<file path="src/rtl/pwm_sequencer_pkg.sv">
// Shared definitions for the PWM sequencer and the carrier generator:
// FSM state encodings and the default carrier timing.
package pwm_sequencer_pkg;

    typedef enum logic [1:0] {
        ST_IDLE  = 2'd0,
        ST_ARM   = 2'd1,
        ST_RUN   = 2'd2,
        ST_FAULT = 2'd3
    } state_e;

    localparam int NB_DATA_DEF      = 16;
    localparam int DIV_RATIO_DEF    = 24;  // 5.4 MHz / 225 kHz
    localparam int PERIOD_TICKS_DEF = 31;
    localparam int DEAD_CYCLES_DEF  = 8;

    // Counter width for a modulus n, never narrower than one bit.
    function automatic int cnt_width(input int n);
        return (n > 1) ? $clog2(n) : 1;
    endfunction

endpackage

</file>
<file path="src/rtl/pwm_sequencer_dead_time.sv">
// dead_time_gen: turns a raw PWM level into a complementary gate pair with
// a fixed both-off gap after every raw transition.
module dead_time_gen
    import pwm_sequencer_pkg::*;
#(
    parameter int DEAD_CYCLES = DEAD_CYCLES_DEF
) (
    input  logic i_clock,
    input  logic i_reset_n,
    input  logic i_enable,
    input  logic i_raw,
    output logic o_gate_hi,
    output logic o_gate_lo
);

    localparam logic [3:0] DEAD_LOAD = 4'(DEAD_CYCLES - 1);

    logic       raw_prev_q, raw_prev_d;
    logic [3:0] cnt_q, cnt_d;
    logic       gate_hi_q, gate_hi_d;
    logic       gate_lo_q, gate_lo_d;

    // While disabled the counter is kept preloaded, so the first gate after
    // enable is also preceded by a full dead interval.
    always_comb begin
        raw_prev_d = i_raw;
        cnt_d      = cnt_q;
        gate_hi_d  = 1'b0;
        gate_lo_d  = 1'b0;
        if (!i_enable) begin
            cnt_d = DEAD_LOAD;
        end else if (i_raw != raw_prev_q) begin
            cnt_d = DEAD_LOAD;
        end else if (cnt_q != 4'd0) begin
            cnt_d = cnt_q - 4'd1;
        end else begin
            gate_hi_d = i_raw;
            gate_lo_d = ~i_raw;
        end
    end

    always_ff @(posedge i_clock) begin
        if (!i_reset_n) begin
            raw_prev_q <= 1'b0;
            cnt_q      <= 4'd0;
            gate_hi_q  <= 1'b0;
            gate_lo_q  <= 1'b0;
        end else begin
            raw_prev_q <= raw_prev_d;
            cnt_q      <= cnt_d;
            gate_hi_q  <= gate_hi_d;
            gate_lo_q  <= gate_lo_d;
        end
    end

    assign o_gate_hi = gate_hi_q;
    assign o_gate_lo = gate_lo_q;

endmodule

</file>
<file path="src/rtl/pwm_sequencer.sv">
// PWM sequencer: run/fault FSM, carrier tick divider, period-aligned
// reference update, compare against the carrier and dead-time gate drive.
module pwm_sequencer
    import pwm_sequencer_pkg::*;
#(
    parameter int NB_DATA      = NB_DATA_DEF,
    parameter int DIV_RATIO    = DIV_RATIO_DEF,
    parameter int PERIOD_TICKS = PERIOD_TICKS_DEF,
    parameter int DEAD_CYCLES  = DEAD_CYCLES_DEF
) (
    input  logic                      i_clock,
    input  logic                      i_reset_n,
    input  logic                      i_run,
    input  logic                      i_fault,
    input  logic signed [NB_DATA-1:0] i_carrier,
    input  logic signed [NB_DATA-1:0] i_ref,
    input  logic                      i_ref_valid,
    output logic                      o_carrier_en,
    output logic                      o_carrier_rst,
    output logic                      o_gate_hi,
    output logic                      o_gate_lo,
    output logic                      o_period_start,
    output logic [1:0]                o_state,
    output logic                      o_fault_latched
);

    localparam int                DIV_W     = cnt_width(DIV_RATIO);
    localparam int                TICK_W    = cnt_width(PERIOD_TICKS);
    localparam logic [DIV_W-1:0]  DIV_LAST  = DIV_W'(DIV_RATIO - 1);
    localparam logic [TICK_W-1:0] TICK_LAST = TICK_W'(PERIOD_TICKS - 1);

    state_e                    state_q, state_d;
    logic [DIV_W-1:0]          div_q, div_d;
    logic [TICK_W-1:0]         tick_q, tick_d;
    logic                      carrier_en_q, carrier_en_d;
    logic                      period_start_q, period_start_d;
    logic                      stop_q, stop_d;
    logic                      carrier_rst_q, carrier_rst_d;
    logic                      fault_latched_q, fault_latched_d;
    logic                      raw_pwm_q, raw_pwm_d;
    logic signed [NB_DATA-1:0] shadow_q, shadow_d;
    logic signed [NB_DATA-1:0] active_q, active_d;
    logic                      strobe, wrap, gate_en;

    always_comb begin
        strobe          = (div_q == DIV_LAST);
        wrap            = strobe && (tick_q == TICK_LAST);
        state_d         = state_q;
        div_d           = div_q;
        tick_d          = tick_q;
        carrier_en_d    = 1'b0;
        period_start_d  = 1'b0;
        stop_d          = stop_q;
        shadow_d        = i_ref_valid ? i_ref : shadow_q;
        active_d        = period_start_q ? shadow_q : active_q;
        raw_pwm_d       = (active_q > i_carrier);

        case (state_q)
            ST_IDLE: begin
                if (i_run) state_d = ST_ARM;
            end
            ST_ARM, ST_RUN: begin
                div_d = strobe ? '0 : div_q + DIV_W'(1);
                if (strobe) tick_d = (tick_q == TICK_LAST) ? '0 : tick_q + TICK_W'(1);
                carrier_en_d   = strobe;
                period_start_d = wrap;
                // A stop request is remembered so the period always completes.
                if (!i_run) stop_d = 1'b1;
                if (wrap) state_d = (stop_q || !i_run) ? ST_IDLE : ST_RUN;
            end
            ST_FAULT: begin
                if (!i_run) state_d = ST_IDLE;
            end
            default: state_d = ST_IDLE;
        endcase

        if (i_fault) state_d = ST_FAULT;

        // Leaving the active states clears the timing chain for the next ARM.
        if (state_d != ST_ARM && state_d != ST_RUN) begin
            div_d          = '0;
            tick_d         = '0;
            carrier_en_d   = 1'b0;
            period_start_d = 1'b0;
            stop_d         = 1'b0;
        end

        carrier_rst_d   = (state_d == ST_IDLE) || (state_d == ST_FAULT);
        fault_latched_d = (state_d == ST_FAULT);
    end

    always_ff @(posedge i_clock) begin
        if (!i_reset_n) begin
            state_q         <= ST_IDLE;
            div_q           <= '0;
            tick_q          <= '0;
            carrier_en_q    <= 1'b0;
            period_start_q  <= 1'b0;
            stop_q          <= 1'b0;
            carrier_rst_q   <= 1'b1;
            fault_latched_q <= 1'b0;
            raw_pwm_q       <= 1'b0;
            shadow_q        <= '0;
            active_q        <= '0;
        end else begin
            state_q         <= state_d;
            div_q           <= div_d;
            tick_q          <= tick_d;
            carrier_en_q    <= carrier_en_d;
            period_start_q  <= period_start_d;
            stop_q          <= stop_d;
            carrier_rst_q   <= carrier_rst_d;
            fault_latched_q <= fault_latched_d;
            raw_pwm_q       <= raw_pwm_d;
            shadow_q        <= shadow_d;
            active_q        <= active_d;
        end
    end

    // Enable follows the next state so gates drop in the same clock the
    // FSM leaves RUN.
    assign gate_en = (state_d == ST_RUN);

    dead_time_gen #(
        .DEAD_CYCLES(DEAD_CYCLES)
    ) u_dead_time (
        .i_clock  (i_clock),
        .i_reset_n(i_reset_n),
        .i_enable (gate_en),
        .i_raw    (raw_pwm_q),
        .o_gate_hi(o_gate_hi),
        .o_gate_lo(o_gate_lo)
    );

    assign o_carrier_en    = carrier_en_q;
    assign o_carrier_rst   = carrier_rst_q;
    assign o_period_start  = period_start_q;
    assign o_state         = state_q;
    assign o_fault_latched = fault_latched_q;

endmodule

</file>
<file path="config.mk">
export PLATFORM = sky130hd
export DESIGN_NAME = pwm_sequencer
export DESIGN_NICKNAME = d
export VERILOG_FILES = /design/src/rtl/pwm_sequencer_pkg.sv /design/src/rtl/pwm_sequencer_dead_time.sv /design/src/rtl/pwm_sequencer.sv
export SDC_FILE = /design/constraint.sdc
export NUM_CORES = 1
export LEC_CHECK = 0
export CORE_MARGIN = 2
export CORE_UTILIZATION = 50
export DETAILED_ROUTE_END_ITERATION = 10
export PLACE_DENSITY = 0.78
export SETUP_SLACK_MARGIN = 0.5
export SLEW_MARGIN = 5
export SYNTH_ARGS = -nofsm -noshare
export SYNTH_HDL_FRONTEND = slang
export SYNTH_SLANG_ARGS = --single-unit
</file>
<file path="constraint.sdc">
create_clock -name i_clock -period 3.65 [get_ports i_clock]
set_input_delay 0.73 -clock i_clock [delete_from_list [all_inputs] [get_ports i_clock]]
set_output_delay 0.73 -clock i_clock [all_outputs]
set_load 0.02 [all_outputs]
</file>
Word level (Yosys, flattened, before mapping):

Cells that the tools add are included.

* $lt $le $gt $ge: 1
* bitwise operators: 5
* $add $sub $neg: 3
* equal/unequal tests: 11
* mux-type cells: 11
* reduce and logical (&&, ||, !) cells: 15

Operators by type and width (number)
* $gt 16x16->1: 1
* $add 5x1->5 const B: 2
* $eq 5x5->1 const B: 2
* $mux 2: 5
* $mux 5: 2
* $mux 3: 3
* $eq 2x2->1 const B: 4
* $pmux 2 s3: 1
* $reduce_or 3->1: 2
* $not 1->1: 5
* $logic_not 2->1: 2
* $reduce_and 2->1: 2
* $reduce_bool 4->1: 1
* $reduce_or 2->1: 2
* $reduce_or 4->1: 1
* $sub 4x1->4 const B: 1
* $ne 3x3->1 const B: 1
* $eq 2x1->1 const B: 1
* $logic_and 1x1->1: 2
* $logic_or 1x1->1: 2
* $ne 2x1->1 const B: 1
* $ne 2x2->1 const B: 1
* $logic_not 1->1: 1
* $ne 1x1->1: 1

* flip-flop bits (word level): 57

Longest topological paths before layout:

* word-level depth: 9
* depth in mapped cells: 11
* gate-level depth less buffers: 10

Hierarchy:

From an unflattened synthesis, not the netlist that was laid out.

* cells, all modules: 280
* area, all modules: 2717.6 um^2

By module, submodules not included
* pwm_sequencer: area an instance 2408.6 um^2, instances 1, seq. area each 1001.0 um^2, cells an instance 249
* dead_time_gen: area an instance 309.0 um^2, instances 1, seq. area each 140.1 um^2, cells an instance 31

Worst setup path after synthesis:

No wires, ideal clock.

* path kind: reg-to-reg
* from: register state_q[0], in the netlist o_state[0]
* to: register div_q[0]
* stages on the path, launching flop included: 12
* required time: 3.572 ns
* data arrival time: 2.414 ns
* path slack: 1.158 ns
* buffers on the path: 2
* clock period less this slack: 2.492 ns
* path through: dfxtp_1 -> inv_1 -> ha_1 -> buf_4 -> nand3_2 -> nor3b_4 -> a41o_1 -> a31o_2 -> ha_1 -> nand2b_1 -> clkbuf_1 -> nor3_1

* longest elaborated chain between the ends: 7
* elaborated cells between the ends (all ways): 14
* those cells by class: eq/ne (5); mux (5); reduce/logical (4)

Ends and longest elaborated chain
* start: declaration: line pwm_sequencer.sv:32 `state_e state_q, state_d;`
* start signal: assignment: line pwm_sequencer.sv:106 `state_q <= state_d;`
* $eq 2x1->1 / $eq 2x2->1 (equally long branches): line pwm_sequencer.sv:58 `case (state_q)`
* $reduce_or 2->1: line pwm_sequencer.sv:58
* $pmux 2 s3 (*): line pwm_sequencer.sv:58
* $mux 2 (*): line pwm_sequencer.sv:77 `if (i_fault) state_d = ST_FAULT;`
* named net state_d[1]: line pwm_sequencer.sv:32
* $ne 2x1->1 / $ne 2x2->1 (equally long branches): line pwm_sequencer.sv:80 `if (state_d != ST_ARM && state_d != ST_RUN) begin`
* $logic_and 1x1->1 (*): line pwm_sequencer.sv:80
* $reduce_or 2->1 (no line) (*)
* end signal: assignment: line pwm_sequencer.sv:107 `div_q <= div_d;`
* end: declaration: line pwm_sequencer.sv:33 `logic [DIV_W-1:0] div_q, div_d;`

The timed path passes the listed nets; every way through them passes the cells marked *.
A chain may end at the register's enable or synchronous reset.

Worst setup path in the final report:

* from: register state_q[0], in the netlist o_state[0]
* to: register tick_q[2]

* longest elaborated chain between the ends: 7
* elaborated cells between the ends (all ways): 15
* those cells by class: eq/ne (5); mux (5); reduce/logical (5)

Ends and longest elaborated chain
* $eq 2x1->1 / $eq 2x2->1 (equally long branches): line pwm_sequencer.sv:58
* $reduce_or 2->1: line pwm_sequencer.sv:58
* $pmux 2 s3 (*): line pwm_sequencer.sv:58
* $mux 2 (*): line pwm_sequencer.sv:77
* named net state_d[1]: line pwm_sequencer.sv:32
* $ne 2x1->1 / $ne 2x2->1 (equally long branches): line pwm_sequencer.sv:80
* $logic_and 1x1->1 (*): line pwm_sequencer.sv:80
* $reduce_or 2->1 (no line) (*)
* end signal: assignment: line pwm_sequencer.sv:108 `tick_q <= tick_d;`
* end: declaration: line pwm_sequencer.sv:34 `logic [TICK_W-1:0] tick_q, tick_d;`

Marked as above.

==> out/results.tsv <==
metric	value	unit
status	finished clean	
clkLatencyLatePin	330	ps
wl_met1	2330	um
max_stage_delay	440	ps
cts_max_path_buffers	2	
period_needed	2820	ps
root_buffer	clkbuf_8	
maxCapViolations	0	
vias	1992	
worstSetupPathType	reg2reg	
ctsHoldBuffers	0	
die_area	6060	um2
ys_warn_count	0	
die-width	77.8	um
layout.nets	391	
crit_path_end_kind	flop	
rr_startpoint	o_state[0]	
synth_top_area_share	41.9	%
drt-total-wl	5060	um
hold_class	reg2reg	
fin_setup_tns	0	ps
cts_resized	0	
tritoncts	yes	
worst_slew_pin_slew	551	ps
slew_violations	0	
syn_inst	281	
slew_headroom	63.2	%
synth_seq_area_share	41.9	%
antenna_left	0	
diodes	0	
grt.overflow.total	0	
path_clk_slew	70	ps
grt_max_degree	43	
numClockSinks	57	
crit_arrival	3080	ps
row_count	26	
dr_wl_met2	2360	um
dp_hpwl	3550	um
syn_avg_cell_area	9.70	um2
synthesis.area	2730	um2
drt_iter0_markers	51	
top_layer	met4	
antenna_found_initial	0	
synth_area_leaders	dfxtp_1, mux2i_1, ha_1, nor2b_1, inv_1	
fp.dieH	77.8	um
powerDensity	408	nW/um2
cpLargestDelayFamily	simple AND/OR/NAND/NOR gates	
hold_ws	486	ps
min_period_over_period	77.3	%
grt_pass1_vias	1935	
initial_utilization	52.7	%
hold_start	raw_pwm_q	
drive_above_1_share	6.31	%
routedWlPerCell	12.6	um
wl_met3	281	um
cts_inserted_buffers	9	
ir_worst_vdd	0.000296	V
path_cells	inv_1, ha_1, nand3_2, nor3b_4, a41o_1, a31o_2, ha_1, nand2b_1, nand2b_1, nor2_1	
critPathSlowestCell	ha_1	
clock-skew-final	8.34	ps
critPathMaxFanout	11	
timing.critical_path.buf_inv	1	
placed_area	3230	um2
rsz0062_at_grt	false	
routabilityCongestion	0.771	
grt_pass1_wl	8530	um
drtPass1Iterations	4	
max_freq	354	MHz
final_area	3420	um2
leakage	1.41	nW
fin_ws	828	ps
cp-start-kind	flop	
synth_cell_types	35	
core	5170	um2
syn2layout_area_growth	25.7	%
grt.total_usage	18.2	%
cp.required	3910	ps
io_buffers	44	
synthesis.nets	343	
ys_seq_elements	57	
setup_viol	0	
yosysTopAreaCell	dfxtp_1	
cp-startpoint	o_state[0]	
drc	0	
utilization	66.2	%
post-cts-setup-buffer-count	0	
htree_levels	3	
hold_viol	0	
drt-vias-per-instance	4.94	
place_ws	858	ps
ios	45	
[report_power, final]
group          switching (mW)  internal, mW
Combinational          0.0710        0.0896
Clock                   0.235         0.346
Sequential             0.0125         0.644
[cell families after synthesis]
group | after synthesis | share of synthesized area [%]
xor gates and xnor gates | 10 | 3.21
and+or+nand+nor | 91 | 19.0
DFF | 57 | 41.9
adders and majority gates | 25 | 11.5
AOI/OAI and AO/OA | 26 | 6.11
muxes | 35 | 12.9
buffers and inverters | 37 | 5.42
[metrics by stage]
step | cells | total power [mW]
6_report | 403 | 1.40
5_1_grt | 403 | 1.46
4_1_cts | 403 | 1.42
3_5_place_dp | 388 | 0.831
3_3_place_gp | 388 | 0.827
2_1_floorplan | 281 | 0.763
[metal layers]
| metal | up-vias | GRT usage (%) |
|---|---|---|
| met2 | 41 | 29.1 |
| li1 | 1044 | - |
| met1 | 900 | 21.4 |
| met3 | 7 | 6.74 |
| met4 | 0 | 8.93 |
| met5 | - | 0 |
[layout make-up]
cell class,count,area [um2]
Sequential cell,57,1140
Timing Repair Buffer,47,463
Tap cell,70,87.6
Inverter,27,101
Clock buffer,12,155
Multi-Input combinational cell,187,1440
Clock inverter,3,40.0
Fill cell,403,1750
[cell usage in the layout (no fill, tap or decap), drive strengths merged, types with 2 or more instances in the layout]
cell type	netlist	routed
dfxtp	57	57
clkdlybuf4s50	0	44
mux2i	34	34
nor2b	33	33
inv	27	27
ha	25	25
nor2	18	18
a21oi	12	12
clkbuf	5	12
nand2	9	9
nand4	8	8
nor3	5	5
xor2	5	5
xnor2	5	5
o21a	4	4
and2	4	4
nor3b	4	4
nand3	4	4
buf	5	3
o21ai	2	2
nand2b	2	2
a21o	2	2
clkinv	0	2
[synth_stat cells, drive strengths merged]
cell type	instances
a211oi	1
a21boi	1
a21o	2
a21oi	12
a31o	1
a41o	1
and2	4
and4	1
buf	5
clkbuf	5
dfxtp	57
ha	25
inv	27
mux2	1
mux2i	34
nand2	9
nand2b	2
nand3	4
nand3b	1
nand4	8
nand4b	1
nor2	18
nor2b	33
nor3	5
nor3b	4
o21a	4
o21ai	2
o311ai	1
o41ai	1
or3	1
xnor2	5
xor2	5
[sequential cells by signal, indices dropped and copies added, names as in the netlist]
| register | cells |
|---|---|
| u_dead_time.cnt_q | 4 |
| tick_q | 5 |
| raw_pwm_q | 1 |
| shadow_q | 16 |
| div_q | 5 |
| stop_q | 1 |
| u_dead_time.raw_prev_q | 1 |
| u_dead_time.o_gate_lo | 1 |
| o_carrier_rst | 1 |
| o_carrier_en | 1 |
| o_fault_latched | 1 |
| u_dead_time.o_gate_hi | 1 |
| active_q | 16 |
| o_period_start | 1 |
| o_state | 2 |
[final timing paths]
| check | endpoint | depth (start not counted) | slack, ps |
|---|---|---|---|
| setup / recovery | tick_q[2] | 10 | 830 |
| hold / removal | u_dead_time.o_gate_lo | 1 | 490 |
| setup reg to reg | tick_q[2] | 10 | 830 |
| hold reg to reg | u_dead_time.o_gate_lo | 1 | 490 |
Power figures use the tool's default switching activity.
